**src/rtl/reg_file_mp.sv**
```systemverilog
// Multi-read-port register file with registered reads, hard-wired x0, write-protect mask
// and a pending-write scoreboard. Define REG_FILE_BYPASS_EN for same-cycle write-through on reads.
module reg_file_mp #(
    parameter int DATA_WIDTH = 32,
    parameter int REG_COUNT = 32,
    parameter int NUM_RD = 2,
    parameter logic [REG_COUNT-1:0] WRITE_MASK = REG_COUNT'(32'h073fc00f),
    localparam int ADDR_W = $clog2(REG_COUNT)
) (
    input  logic                         clk,
    input  logic                         rstN,
    input  logic                         wen,
    input  logic [ADDR_W-1:0]            rd,
    input  logic [DATA_WIDTH-1:0]        data_in,
    input  logic [NUM_RD*ADDR_W-1:0]     rs_addr,
    output logic [NUM_RD*DATA_WIDTH-1:0] rd_data,
    input  logic                         rsv_en,
    input  logic [ADDR_W-1:0]            rsv_addr,
    output logic [NUM_RD-1:0]            rs_busy,
    output logic [REG_COUNT-1:0]         busy_vec
);

    logic [DATA_WIDTH-1:0] regs [REG_COUNT];
    logic [REG_COUNT-1:0]  busy;
    logic [REG_COUNT-1:0]  busy_next;
    logic [ADDR_W-1:0]     rs_a [NUM_RD];
    logic [DATA_WIDTH-1:0] rd_next [NUM_RD];
    logic                  write_ok;
    logic                  rsv_ok;
    logic                  clr_ok;

    assign write_ok = wen && (rd != '0) && WRITE_MASK[rd];
    assign rsv_ok   = rsv_en && (rsv_addr != '0) && WRITE_MASK[rsv_addr];
    // Clearing ignores the mask so a stale reservation on a protected register can still retire.
    assign clr_ok   = wen && (rd != '0);

    genvar g;
    generate
        for (g = 0; g < NUM_RD; g++) begin : g_port
            assign rs_a[g]    = rs_addr[g*ADDR_W +: ADDR_W];
            assign rs_busy[g] = busy[rs_a[g]] && !(wen && (rd == rs_a[g]));
        end
    endgenerate

    always_ff @(posedge clk or negedge rstN) begin
        if (!rstN) begin
            for (int i = 0; i < REG_COUNT; i++) regs[i] <= '0;
        end else if (write_ok) begin
            regs[rd] <= data_in;
        end
    end

    always_comb begin
        for (int i = 0; i < NUM_RD; i++) begin
            rd_next[i] = (rs_a[i] == '0) ? '0 : regs[rs_a[i]];
`ifdef REG_FILE_BYPASS_EN
            if (write_ok && (rd == rs_a[i])) rd_next[i] = data_in;
`endif
        end
    end

    always_ff @(posedge clk or negedge rstN) begin
        if (!rstN) begin
            rd_data <= '0;
        end else begin
            for (int i = 0; i < NUM_RD; i++) rd_data[i*DATA_WIDTH +: DATA_WIDTH] <= rd_next[i];
        end
    end

    // Set is applied after clear so a new producer supersedes the retiring one.
    always_comb begin
        busy_next = busy;
        if (clr_ok) busy_next[rd] = 1'b0;
        if (rsv_ok) busy_next[rsv_addr] = 1'b1;
        busy_next[0] = 1'b0;
    end

    always_ff @(posedge clk or negedge rstN) begin
        if (!rstN) busy <= '0;
        else       busy <= busy_next;
    end

    assign busy_vec = busy;

endmodule
```
**config.mk**
```make
export PLATFORM = sky130hd
export DESIGN_NAME = reg_file_mp
export DESIGN_NICKNAME = d
export VERILOG_FILES = /design/src/rtl/reg_file_mp.sv
export SDC_FILE = /design/constraint.sdc
export NUM_CORES = 2
export LEC_CHECK = 0
export CORE_UTILIZATION = 51
export DETAILED_ROUTE_END_ITERATION = 8
export GPL_ROUTABILITY_DRIVEN = 0
export PLACE_DENSITY = 0.79
export SLEW_MARGIN = 10
export SYNTH_ARGS = -nofsm -noshare
export SYNTH_HDL_FRONTEND = slang
export SYNTH_SLANG_ARGS = --single-unit
```
**constraint.sdc**
```tcl
create_clock -name clk -period 3.5 [get_ports clk]
set_clock_uncertainty 0.05 [all_clocks]
set_input_delay 1.05 -clock clk [delete_from_list [all_inputs] [get_ports clk]]
set_output_delay 1.05 -clock clk [all_outputs]
set_load 0.05 [all_outputs]
```
Word-level counts from Yosys, hierarchy flattened:

Memories as Yosys holds them, arrays and structs flattened.
Index checks and enable logic that the tools add are counted.
W data, S select, Z words.

* bits in registers: 1119
* ROM bits: 64
* input port bits: 56
* output and inout port bits: 98
* logic and storage cells: 94
* memories: 2

Memories
* (name not given): depth 32, bits a word 1, rd ports 1, clocked after Yosys merged registers in 0, wr ports 0, RTL line 33 `assign rsv_ok = rsv_en && (rsv_addr != '0) && WRITE_MASK[rsv_addr];`
* (name not given): depth 32, bits a word 1, rd ports 1, clocked after Yosys merged registers in 0, wr ports 0, RTL line 32 `assign write_ok = wen && (rd != '0) && WRITE_MASK[rd];`

* order comparisons: 10
* eq/ne operators: 2
* muxes and demuxes: 23
* bitwise operators: 6
* reduce and logical (&&, ||, !) cells: 17

Operator list (number)
* $bwmux W1024: 1
* $bmux W32 S5: 2
* $mux W32: 9
* $demux W32 S5: 1
* $and A32 B32 Y32: 1
* $not A32 Y32: 1
* $or A32 B32 Y32: 1
* $lt A5 B6 Y1 const B: 4
* $ge A6 B6 Y1 const B: 3
* $not A5 Y6: 3
* $logic_and A1 B1 Y1: 11
* $bmux W1 S5: 2
* $demux W1 S5: 2
* $eq A5 B5 Y1: 2
* $ge A5 B1 Y1 const B: 2
* $logic_not A5 Y1: 2
* $reduce_bool A5 Y1: 2
* $lt A6 B1 Y1 const B: 1
* $mux W1: 6
* $logic_not A1 Y1: 2

Logic depth before layout (Yosys ltp):

* depth in word-level cells: 9
* gate-level depth with buffers: 9

Worst setup path before layout:

OpenSTA, ideal clock, no wires.

* path kind: input-to-output
* from: in rs_addr[1]
* to: out rs_busy[0]
* arrival: 3.317 ns
* setup slack: -0.917 ns
* stages: 8
* path buffers: 4
* path through: clkbuf_2 -> buf_4 -> buf_4 -> clkbuf_4 -> xnor2_1 -> a31oi_1 -> o21ai_0 -> a311oi_1

* word-level cells in the longest chain between the ends: 4
* elaborated cells on any way between the ends: 6
* those cells by class: eq/ne (1); mux (2); reduce/logical (3)

RTL lines
* start: declaration: RTL line 15 `input logic [NUM_RD*ADDR_W-1:0] rs_addr,`
* branches (longest 3 deep; another with $bmux W1 S5)
* $logic_and A1 B1 Y1 (*): RTL line 41 `assign rs_busy[g] = busy[rs_a[g]] && !(wen && (rd == rs_a[g]));`
* end: declaration: RTL line 19 `output logic [NUM_RD-1:0] rs_busy,`

Mark *: on every way between the ends. The select of a mux whose other input is x is not followed.

Final worst setup path:

* from: in rs_addr[6]
* to: out rs_busy[1]

The elaborated chain is that of the path after synthesis.

==> qor.log <==
INFO  sta            rsz_0062_raised_after_global_routing=true
INFO  cells_and_area design_area=60200um^2
INFO  synthesis      postSynth.asyncResetShare=100%
INFO  sta            setup-tns-final=-0.193ns
INFO  cells_and_area layout.core_utilization=57.9%
INFO  synthesis      yosysTopAreaCell=sky130_fd_sc_hd__dfrtp_1
INFO  cts            cts_tree=done
INFO  power          static_leakage=27.0nW
INFO  synthesis      synthesis_stage_register_bit_count=1117
INFO  place          io_buffers=152
INFO  grt            grt_max_degree=106
INFO  sta            final.setup.worst_slack=-0.111ns
INFO  synthesis      netlist_top_cells_area=sky130_fd_sc_hd__dfrtp_1, sky130_fd_sc_hd__mux4_2, sky130_fd_sc_hd__mux2_2
INFO  die            die_height=327um
INFO  drt            route.detailed.drc=0
INFO  sta            slew_headroom=34.4%
INFO  synthesis      postSynth.topFlopCell=sky130_fd_sc_hd__dfrtp_1
INFO  die            initial_utilization=51.8%
INFO  cells_and_area drive_gt1_share=40.0%
INFO  drt            wl=149000um
INFO  cts            worst_skew_pair.late_latency=0.70ns
INFO  cts            clock_tree.root_cell=sky130_fd_sc_hd__clkbuf_16
INFO  cells_and_area final_net_count=3574
INFO  sta            worstMarginPinSlew=0.983ns
INFO  grt            grt_pass1_wl=226000um
INFO  worst_setup_path setup.worst_path.end_class=output pin
INFO  worst_setup_path cp_slowest_cell=sky130_fd_sc_hd__mux2_4
INFO  cts            cts_hold_repair.buffers=0
INFO  power          power_per_cell_area=534nW/um^2
INFO  sta            finalHoldViolations=0
INFO  worst_setup_path ff2ff_setup_slack=1.55ns
INFO  synthesis      synth_edf_count=0
INFO  status         outcome=complete, but fails checks
INFO  power          ir_drop=368uV
INFO  drt            drt_pass1_iterations=6
INFO  drt            routedLengthMet1=59200um
INFO  sta            worst_hold_slack=0.252ns
INFO  drt            post_drt_wl_per_cell=29.9um
INFO  power          p_total=32.1mW
INFO  worst_setup_path worstPathArrival=2.51ns
INFO  cts            tritoncts.num_buffers=108
INFO  synthesis      synth.cells.most_frequent=sky130_fd_sc_hd__dfrtp_1, sky130_fd_sc_hd__clkbuf_1, sky130_fd_sc_hd__mux2_2
INFO  synthesis      synth_area=53900um^2
INFO  drt            ant_nets=0
INFO  grt            globalRouteTotalUtil=28.3%
INFO  drt            highest_layer=met5
INFO  synthesis      area_share_of_the_leading_cell_type_in_the_synthesized_netlist=51.9%
INFO  die            io_pins=154
INFO  sta            min_period=3.61ns
INFO  synthesis      synth-warning-count=0
INFO  sta            setup_viol=2
INFO  drt            post_drt_via_cell_ratio=6.57
INFO  synthesis      synthCells=3879
INFO  sta            finalMaxSlewViolations=0
INFO  synthesis      mappedNetlistNets=3935
INFO  worst_setup_path crit_path_cell_trace=buf_16 -> buf_8 -> mux2i_1 -> mux2_4 -> o211ai_1 -> o311ai_4 -> nor2_4 -> buf_8
INFO  grt            first_global_vias=34600
INFO  synthesis      post_synth.cell_area_avg=13.9um^2
INFO  grt            number_of_antenna_violations_at_the_first_check_in_global_routing=8
INFO  worst_setup_path setup.worst_path.start_class=input port
INFO  cts            max-clock-path-buffers=3
INFO  status         violations=setup timing
INFO  worst_setup_path critical-path-top-cell-by-count=sky130_fd_sc_hd__buf_8
INFO  synthesis      synth_cell_types=68
INFO  die            die_w=327um
INFO  die            coreArea=104000um^2
INFO  cts            clk_pin_slew=0.06ns
INFO  worst_setup_path path_depth=8
INFO  die            floorplan.rows=118
INFO  die            die_area=107000um^2
INFO  worst_setup_path critical_path.n_buffers_inverters=3
INFO  worst_setup_path critical_path_required=2.40ns
INFO  cts            clkSinkCount=1117
INFO  place          placed_area=56400um^2
INFO  synthesis      yosysMostFrequentCell=sky130_fd_sc_hd__dfrtp_1
INFO  worst_setup_path cp_slowest_stage_delay=0.29ns
INFO  drt            drtIter0Drc=3535
INFO  worst_setup_path worstRegToRegCells=6
INFO  job            maxCapViolations=0
INFO  worst_setup_path crit-reg2reg-launch=regs[972]$_DFFE_PN0P_
INFO  drt            wl_met3=15100um
INFO  cells_and_area non_filler_cells_in_the_finished_layout=4992
INFO  worst_setup_path critical_path_peak_fanout=9
INFO  place          detailed_place_hpwl=94000um
INFO  sta            period_share=103%
INFO  cells_and_area area.growth.synth_to_final=11.8%
INFO  cts            h-tree-depth=3
INFO  place          dp_cells=4785
INFO  drt            wl_met2=68600um
INFO  min_path       min-delay-path-class=in -> async
INFO  worst_setup_path critPathKind=in -> out
INFO  sta            fmax=277MHz
INFO  cells_and_area nFillCells=7688
INFO  worst_setup_path timing.critical_path.max_delay_family=compound AO/OA/AOI/OAI gates
INFO  grt            grt_overflow_total=0
INFO  place          post-place-ws=-0.600ns
INFO  worst_setup_path worst_r2r_endpoint=rd_data[12]$_DFF_PN0_
INFO  synthesis      synth.yosys.seq_area_share=51.9%
INFO  drt            count_of_vias_placed_by_the_detailed_router=32800
worst reg2reg max path, stage by stage (launching register included):
cell,delay [ns]
sky130_fd_sc_hd__dfrtp_1,0.40
sky130_fd_sc_hd__mux4_1,0.53
sky130_fd_sc_hd__mux2i_1,0.21
sky130_fd_sc_hd__nor2_1,0.09
sky130_fd_sc_hd__a221oi_2,0.24
sky130_fd_sc_hd__a32oi_1,0.13
sky130_fd_sc_hd__buf_4,0.19
report_power, final:
part | internal, mW | switching (mW) | total, mW
Combinational | 2.50 | 2.42 | 4.92
Sequential | 14.0 | 0.968 | 15.0
Clock | 7.11 | 5.12 | 12.2
worst max-delay path by stage:
stage | start | end | slack [ns]
floorplan | rs_addr[0] | rs_busy[0] | -0.20
global placement | rd[0] | rs_busy[1] | -0.52
detailed placement | rd[0] | rs_busy[0] | -0.60
CTS | rs_addr[0] | rs_busy[0] | -0.05
global route | rs_addr[6] | rs_busy[1] | -0.13
finish | rs_addr[6] | rs_busy[1] | -0.11
repair_timing:
action | in CTS | in global routing
setup buffers | 2 | 1
hold endpoints to repair | 0 | 0
setup endpoints to repair | 2 | 2
resized for setup | 30 | 3
pin swaps | 8 | 4
metal layers:
layer / GRT usage [%] / up-vias
met1: 38.8 / 17300
met5: 0 / -
met4: 11.8 / 14
met3: 7.94 / 432
li1: - / 13300
met2: 42.7 / 1818
cell type report:
type                            count  area [um^2]  area share (%)
Sequential cell                  1117        28000            46.4
Antenna cell                        1         2.50         0.00415
Multi-Input combinational cell   1878        22200            36.8
Inverter                           12         47.5          0.0789
Timing Repair Buffer              401         4600            7.63
Clock inverter                     50          592           0.983
Tap cell                         1380         1730            2.87
Clock buffer                      153         3150            5.24
kinds of logic (layout without fill, tap and decap cells):
group,Yosys count,after routing,synth area share (%)
other,1,2,0.00696
muxes,1172,1172,32.5
AOI/OAI and AO/OA,408,408,5.72
DFF,1117,1117,51.9
buffers and inverters,884,616,7.36
xor gates and xnor gates,10,10,0.163
and+or+nand+nor,287,287,2.41
placed cells by master, fill, tap and decap left out, drive strengths merged, types with 11 or more instances in the layout:
cell type / n
dfrtp: 1117
mux2: 571
mux4: 394
buf: 260
mux2i: 207
clkbuf: 156
clkdlybuf4s50: 134
nand2: 134
a221oi: 85
o21ai: 71
nor2: 59
o22ai: 41
a21oi: 41
o21a: 32
nand3: 32
a31oi: 29
clkinv: 27
nor2b: 26
a2111oi: 24
inv: 20
o31ai: 17
a211oi: 15
a32oi: 14
bufinv: 11
sequential cells by signal, summed over array words and instances (netlist names):
name,flops
busy_vec,31
rd_data,64
regs,1022
(Power assumes the default switching activity.)
